File: src/rtl/exc_ctrl.sv
// MEM-stage exception controller: forwards WB CP0 writes, prioritises exceptions,
// and sequences the pipeline flush. Optional macro EXC_INT_SYNC_EN adds a 2-flop int_i synchronizer.
module exc_ctrl #(
  parameter logic [31:0] EXC_VECTOR   = 32'h0000_0020,
  parameter int unsigned FLUSH_CYCLES = 2
) (
  input  logic        clk,
  input  logic        rst,
  input  logic [5:0]  int_i,
  input  logic        mem_valid_i,
  input  logic [31:0] mem_pc_i,
  input  logic        mem_in_delayslot_i,
  input  logic        mem_syscall_i,
  input  logic        mem_ri_i,
  input  logic        mem_ov_i,
  input  logic        mem_trap_i,
  input  logic        mem_eret_i,
  input  logic [31:0] cp0_status_i,
  input  logic [31:0] cp0_cause_i,
  input  logic [31:0] cp0_epc_i,
  input  logic        wb_cp0_we_i,
  input  logic [4:0]  wb_cp0_waddr_i,
  input  logic [31:0] wb_cp0_data_i,
  output logic [31:0] excepttype_o,
  output logic [31:0] inst_addr_o,
  output logic        in_delayslot_o,
  output logic        flush_o,
  output logic [31:0] new_pc_o
);

  localparam int unsigned CNT_W = 3;
  localparam logic [4:0]  ADDR_STATUS = 5'd12;
  localparam logic [4:0]  ADDR_CAUSE  = 5'd13;
  localparam logic [4:0]  ADDR_EPC    = 5'd14;
  localparam logic [31:0] CODE_INT  = 32'h0000_0001;
  localparam logic [31:0] CODE_RI   = 32'h0000_000a;
  localparam logic [31:0] CODE_OV   = 32'h0000_000c;
  localparam logic [31:0] CODE_TRAP = 32'h0000_000d;
  localparam logic [31:0] CODE_SYS  = 32'h0000_0008;
  localparam logic [31:0] CODE_ERET = 32'h0000_000e;

  typedef enum logic [0:0] {IDLE, FLUSH} state_t;

  state_t            state;
  logic [CNT_W-1:0]  cnt;
  logic [31:0]       target_q;
  logic [5:0]        int_s;
  logic [31:0]       status_eff;
  logic [31:0]       cause_eff;
  logic [31:0]       epc_eff;
  logic              int_pend;
  logic [31:0]       exc_code;
  logic              unused_bits;

`ifdef EXC_INT_SYNC_EN
  logic [5:0] int_meta;
  logic [5:0] int_sync;

  // Two-flop synchronizer for the asynchronous interrupt lines
  always_ff @(posedge clk) begin
    if (rst) begin
      int_meta <= 6'd0;
      int_sync <= 6'd0;
    end else begin
      int_meta <= int_i;
      int_sync <= int_meta;
    end
  end
  assign int_s = int_sync;
`else
  assign int_s = int_i;
`endif

  // Zero-cycle forwarding of the WB-stage CP0 write
  always_comb begin
    status_eff = cp0_status_i;
    cause_eff  = cp0_cause_i;
    epc_eff    = cp0_epc_i;
    if (wb_cp0_we_i && wb_cp0_waddr_i == ADDR_STATUS) status_eff = wb_cp0_data_i;
    if (wb_cp0_we_i && wb_cp0_waddr_i == ADDR_EPC)    epc_eff    = wb_cp0_data_i;
    if (wb_cp0_we_i && wb_cp0_waddr_i == ADDR_CAUSE) begin
      cause_eff[23:22] = wb_cp0_data_i[23:22];
      cause_eff[9:8]   = wb_cp0_data_i[9:8];
    end
  end

  assign int_pend = status_eff[0] & ~status_eff[1] &
                    (|({int_s, cause_eff[9:8]} & status_eff[15:8]));

  assign unused_bits = &{1'b0, status_eff[31:16], status_eff[7:2],
                         cause_eff[31:10], cause_eff[7:0]};

  // Priority encoder; only a valid instruction in IDLE can raise an event
  always_comb begin
    exc_code = 32'd0;
    if (mem_valid_i && state == IDLE) begin
      if (int_pend)           exc_code = CODE_INT;
      else if (mem_ri_i)      exc_code = CODE_RI;
      else if (mem_ov_i)      exc_code = CODE_OV;
      else if (mem_trap_i)    exc_code = CODE_TRAP;
      else if (mem_syscall_i) exc_code = CODE_SYS;
      else if (mem_eret_i)    exc_code = CODE_ERET;
    end
  end

  always_comb begin
    excepttype_o   = 32'd0;
    inst_addr_o    = 32'd0;
    in_delayslot_o = 1'b0;
    flush_o        = 1'b0;
    new_pc_o       = 32'd0;
    if (!rst) begin
      excepttype_o   = exc_code;
      inst_addr_o    = mem_pc_i;
      in_delayslot_o = mem_in_delayslot_i;
      if (state == FLUSH) begin
        flush_o  = 1'b1;
        new_pc_o = target_q;
      end else if (exc_code != 32'd0) begin
        flush_o  = 1'b1;
        new_pc_o = (exc_code == CODE_ERET) ? epc_eff : EXC_VECTOR;
      end
    end
  end

  // Flush sequencer: holds flush_o and the captured target for FLUSH_CYCLES cycles
  always_ff @(posedge clk) begin
    if (rst) begin
      state    <= IDLE;
      cnt      <= CNT_W'(0);
      target_q <= 32'd0;
    end else begin
      case (state)
        IDLE: begin
          if (exc_code != 32'd0) begin
            target_q <= new_pc_o;
            if (FLUSH_CYCLES > 1) begin
              state <= FLUSH;
              cnt   <= CNT_W'(FLUSH_CYCLES - 1);
            end
          end
        end
        FLUSH: begin
          cnt <= cnt - CNT_W'(1);
          if (cnt <= CNT_W'(1)) state <= IDLE;
        end
        default: state <= IDLE;
      endcase
    end
  end

endmodule

File: config.mk
export PLATFORM = sky130hd
export DESIGN_NAME = exc_ctrl
export DESIGN_NICKNAME = d
export VERILOG_FILES = /design/src/rtl/exc_ctrl.sv
export SDC_FILE = /design/constraint.sdc
export NUM_CORES = 1
export LEC_CHECK = 0
export BUFFER_PORTS_ARGS = -buffer_cell sky130_fd_sc_hd__buf_2
export CORE_AREA = 8 8 101 103
export DETAILED_ROUTE_END_ITERATION = 10
export DIE_AREA = 0 0 109 111
export PLACE_DENSITY = 0.79
export RECOVER_POWER = 25
export SLEW_MARGIN = 30
export SYNTH_ARGS = -nofsm -noshare
export SYNTH_HDL_FRONTEND = slang
export SYNTH_SLANG_ARGS = --single-unit
File: constraint.sdc
create_clock -name clk -period 2.65 [get_ports clk]
set_clock_uncertainty 0.15 [all_clocks]
set_input_delay 0.265 -clock clk [delete_from_list [all_inputs] [get_ports clk]]
set_output_delay 0.265 -clock clk [all_outputs]
set_load 0.01 [all_outputs]
### Yosys cells after proc, flatten, opt, wreduce, memory -nomap -nowiden

Index checks and enable logic that the tools add are counted.

* bitwise operators: 5
* order comparisons: 1
* $add $sub $neg: 1
* equality and inequality tests: 5
* reductions and logical operators: 7
* multiplexer cells: 24

Operator list (number)
* $mux W32: 7
* $eq A32 B4 Y1 const B: 1
* $reduce_bool A32 Y1: 1
* $mux W4: 7
* $mux W16: 1
* $eq A5 B4 Y1 const B: 3
* $and A8 B8 Y8: 1
* $reduce_or A8 Y1: 1
* $pmux W3 S2: 1
* $mux W1: 5
* $logic_and A1 B1 Y1: 4
* $le A3 B1 Y1 const B: 1
* $mux W3: 1
* $sub A3 B1 Y3 const B: 1
* $and A1 B1 Y1: 2
* $mux W2: 1
* $ne A2 B1 Y1 const B: 1
* $not A1 Y1: 2
* $pmux W1 S2: 1
* $reduce_and A2 Y1: 1

* input bits: 181
* flip-flop bits (word level): 36
* output and inout bits: 98

### Longest topological paths before layout

* depth after elaboration: 13
* depth in mapped cells: 9

### Worst setup path after synthesis

No wires, ideal clock.

* kind: input-to-output
* from: input wb_cp0_waddr_i[4]
* to: output new_pc_o[18]
* arrival time: 2.105 ns
* path slack: 0.130 ns
* stages on the path: 8
* required time: 2.235 ns
* path through: nand4b_4 -> nor3_4 -> mux2_1 -> a221oi_2 -> a41o_2 -> nand3_2 -> buf_2 -> o21ai_1

* word-level cells in the longest chain between the ends: 13
* elaborated cells between the ends (all ways): 22
* classes of those cells: 4 x eq/ne; 9 x mux; 4 x bitwise; 5 x reduce/logical

Ends and longest elaborated chain
* start: declaration: RTL line 22 `input logic [4:0] wb_cp0_waddr_i,`
* $eq A5 B4 Y1 (on tied branches): RTL line 81, 79
* $logic_and A1 B1 Y1 (on tied branches): RTL line 81, 79
* $mux W2 or $mux W16 (tied branches): RTL line 81, 79
* $and A8 B8 Y8 or $not A1 Y1 (tied branches): RTL line 88, 87
* $reduce_or A8 Y1 or $and A1 B1 Y1 (tied branches): RTL line 88, 87
* $and A1 B1 Y1: RTL line 87 `assign int_pend = status_eff[0] & ~status_eff[1] &`
* $mux W4: RTL line 97 `if (int_pend) exc_code = CODE_INT;`
* $mux W4: RTL line 96 `if (mem_valid_i && state == IDLE) begin`
* $eq A32 B4 Y1: RTL line 121 `new_pc_o = (exc_code == CODE_ERET) ? epc_eff : EXC_VECTOR;`
* $mux W32: RTL line 121
* $mux W32 *: RTL line 119 `end else if (exc_code != 32'd0) begin`
* $mux W32 *: RTL line 116 `if (state == FLUSH) begin`
* $mux W32 *: RTL line 112 `if (!rst) begin`
* end: declaration: RTL line 28 `output logic [31:0] new_pc_o`

Mark *: on every way between the ends. The rest lies on a longest branch, timed or not.

### Worst setup path in the final report

* from: input wb_cp0_waddr_i[4]
* to: output new_pc_o[11]

Same word-level chain as after synthesis.

==> impl_metrics.env <==
export IMPL_cp_cell_sequence="buf_6, nand4b_4, nor3_4, mux2_2, a221oi_2, a41o_2, nand3_4, buf_12, o21ai_1, buf_2"
export IMPL_overflow=0
export IMPL_reg2reg_from="state"
export IMPL_track_usage_pct=14.9
export IMPL_yosysWarnings=0
export IMPL_crit_fanout=34
export IMPL_first_iter_violations=77
export IMPL_setup_viol=34
export IMPL_start_util_pct=35.2
export IMPL_gp_congestion=0.829
export IMPL_vias=3211
export IMPL_die_area_um2=12100
export IMPL_worst_slack_ns=-0.0920
export IMPL_rsz0062_at_grt="yes"
export IMPL_post_route_min_period_ns=2.74
export IMPL_grt_pass1_wl_um=14900
export IMPL_report_final_slew_viol_count=0
export IMPL_cap_violations=0
export IMPL_grt_max_degree=58
export IMPL_vias_per_cell=4.89
export IMPL_area_growth_pct=40.6
export IMPL_drc_errors=0
export IMPL_grt_pass1_vias=3249
export IMPL_critPathCaptureType="primary output"
export IMPL_worst_slew_pin_slew_ns=0.513
export IMPL_post_dp_hpwl_um=7840
export IMPL_synthArstFlopShare_pct=0
export IMPL_ys_ff_latch=36
export IMPL_slew_limit_headroom_pct=65.8
export IMPL_cts_root_buffer="clkbuf_8"
export IMPL_clock_sinks=36
export IMPL_wl_per_cell_um=14.8
export IMPL_antenna_cells=0
export IMPL_synth_cell_type_count=45
export IMPL_critPathKind="primary input to primary output"
export IMPL_final_common_cell="buf_2"
export IMPL_hold_path_class="primary input to register"
export IMPL_r2r_slack_ns=1.01
export IMPL_n_fill_cell=843
export IMPL_pre_cts_ws_ns=-0.193
export IMPL_firstDrtPassIters=4
export IMPL_synth_edf_count=0
export IMPL_clk_pin_slew_worst_paths_ns=0.08
export IMPL_antenna_found_initial=0
export IMPL_routed_wl_um=9710
export IMPL_syn_avg_cell_area_um2=8.57
export IMPL_die_x_um=109
export IMPL_crit_path_max_incr_delay_ns=0.40
export IMPL_clock_latency_ns=0.28
export IMPL_final_cell_mix="buf_2 (180), dfxtp_1 (36), inv_1 (35)"
export IMPL_period_share_pct=103
export IMPL_layout_nets=731
export IMPL_hp_start="cp0_epc_i[13]"
export IMPL_cts_tree="done"
export IMPL_ioPinCount=279
export IMPL_cp_arrival_ns=2.33
export IMPL_violations="negative setup slack"
export IMPL_synth_ff_type="dfxtp_1"
export IMPL_powerDensity_nw_per_um2=321
export IMPL_p_leak_nw=1.87
export IMPL_final_layout_size_suffix_gt1_share_pct=45.7
export IMPL_die_h_um=111
export IMPL_power_mw=1.36
export IMPL_cts_buffers=5
export IMPL_hold_viol=0
export IMPL_numPortBuffers=198
export IMPL_cp_top_family="compound AO/OA/AOI/OAI gates"
export IMPL_clockBufferDepth=2
export IMPL_start_kind="primary input"
export IMPL_required_ns=2.24
export IMPL_core_um2=8550
export IMPL_htreeDepth=2
export IMPL_slowest_stage="mux2_2"
export IMPL_fmax_mhz=365
export IMPL_setup_worst_path_start="wb_cp0_waddr_i[4]"
export IMPL_status="complete, but fails checks"
export IMPL_std_cell_rows=34
export IMPL_ys_seq_area_share_pct=24.0
export IMPL_ir_worst_vdd_uv=173
export IMPL_critPathBufInv=3
export IMPL_synth_area_um2=3010
export IMPL_drtAntennaViolNets=0
export IMPL_syn_inst=351
path summary, 6_finish.rpt:
check                           depth (start not counted)            to
worst max-delay path                                   10  new_pc_o[11]
worst min-delay path                                    3  target_q[13]
worst max register to register                          6  target_q[14]
worst min register to register                          1   target_q[5]
power by group:
group / total [mW] / switching (mW) / internal, mW
logic: 0.397 / 0.221 / 0.176
registers: 0.557 / 0.00601 / 0.551
clock network: 0.406 / 0.198 / 0.208
kinds of logic (layout without fill, tap and decap cells):
| family | Yosys count | count (layout) | share of synthesized area (%) |
|---|---|---|---|
| AND/OR/NAND/NOR | 98 | 98 | 21.3 |
| buffers and inverters | 92 | 263 | 16.0 |
| AO/OA/AOI/OAI | 85 | 85 | 25.4 |
| multiplexers | 36 | 36 | 12.1 |
| flip-flops | 36 | 36 | 24.0 |
| adder cells (fa/ha/maj) | 2 | 2 | 0.832 |
| other | 1 | 28 | 0.125 |
| XOR/XNOR | 1 | 1 | 0.291 |
registers in the layout, summed over array words and instances (netlist names):
name      cells
cnt           3
state         1
target_q     32
synth_stat cells, types with 2 or more instances:
cell,instances,area [µm²]
nand3b_1,31,233
nor2_1,11,41.3
nor3_1,4,20.0
ha_1,2,25.0
inv_1,35,131
clkbuf_1,18,67.6
o32ai_2,20,325
mux2i_1,33,330
nor2b_1,33,206
a21oi_1,2,10.0
a22oi_1,2,15.0
nand2_1,8,30.0
buf_4,28,210
dfxtp_1,36,721
buf_2,7,35.0
nand2b_1,2,12.5
o32ai_1,11,96.3
nor3b_1,2,15.0
a211oi_1,2,15.0
buf_6,3,33.8
mux2_2,2,22.5
a31oi_1,4,25.0
o21ba_1,3,30.0
o21ai_1,31,155
metrics by stage:
step                hold slack (ns)  util [%]  cells  area (µm²)  TNS [ns]
floorplan                     0.291         -    378        3110         0
global placement              0.297      47.5    645        4060     -3.51
detailed placement            0.308      47.5    645        4060     -4.78
CTS                           0.117      49.4    656        4220     -2.58
global route                  0.133      49.5    657        4230     -3.77
finish                        0.127      49.5    657        4230     -1.90
worst register-to-register path: stages (launching register included):
cell	delay, ns
dfxtp_1	0.31
nand2b_1	0.20
nor2_1	0.28
nand3_4	0.14
buf_12	0.19
buf_4	0.17
o32ai_1	0.10
repair_timing:
item,CTS,global route
resized for setup,10,4
endpoints found under the setup margin,31,36
buffers inserted,3,1
gates cloned,0,0
hold buffers,0,0
pin swaps,4,2
routing by layer:
| metal | track usage (%) | routed length [µm] |
|---|---|---|
| met1 | 15.2 | 3620 |
| met2 | 27.6 | 5110 |
| met3 | 4.77 | 868 |
| met4 | 4.11 | 116 |
| met5 | 0 | 0 |
layout make-up:
cell class / instances / area [µm²] / area share [%]
multi-input combinational: 250 / 1970 / 46.5
timing repair buffer: 220 / 1180 / 28.0
sequential: 36 / 721 / 17.0
tap: 108 / 135 / 3.19
inverter: 35 / 131 / 3.11
clock buffer: 6 / 82.6 / 1.95
clock inverter: 2 / 10.0 / 0.237
Note: power is estimated with default switching activity, not from simulation.
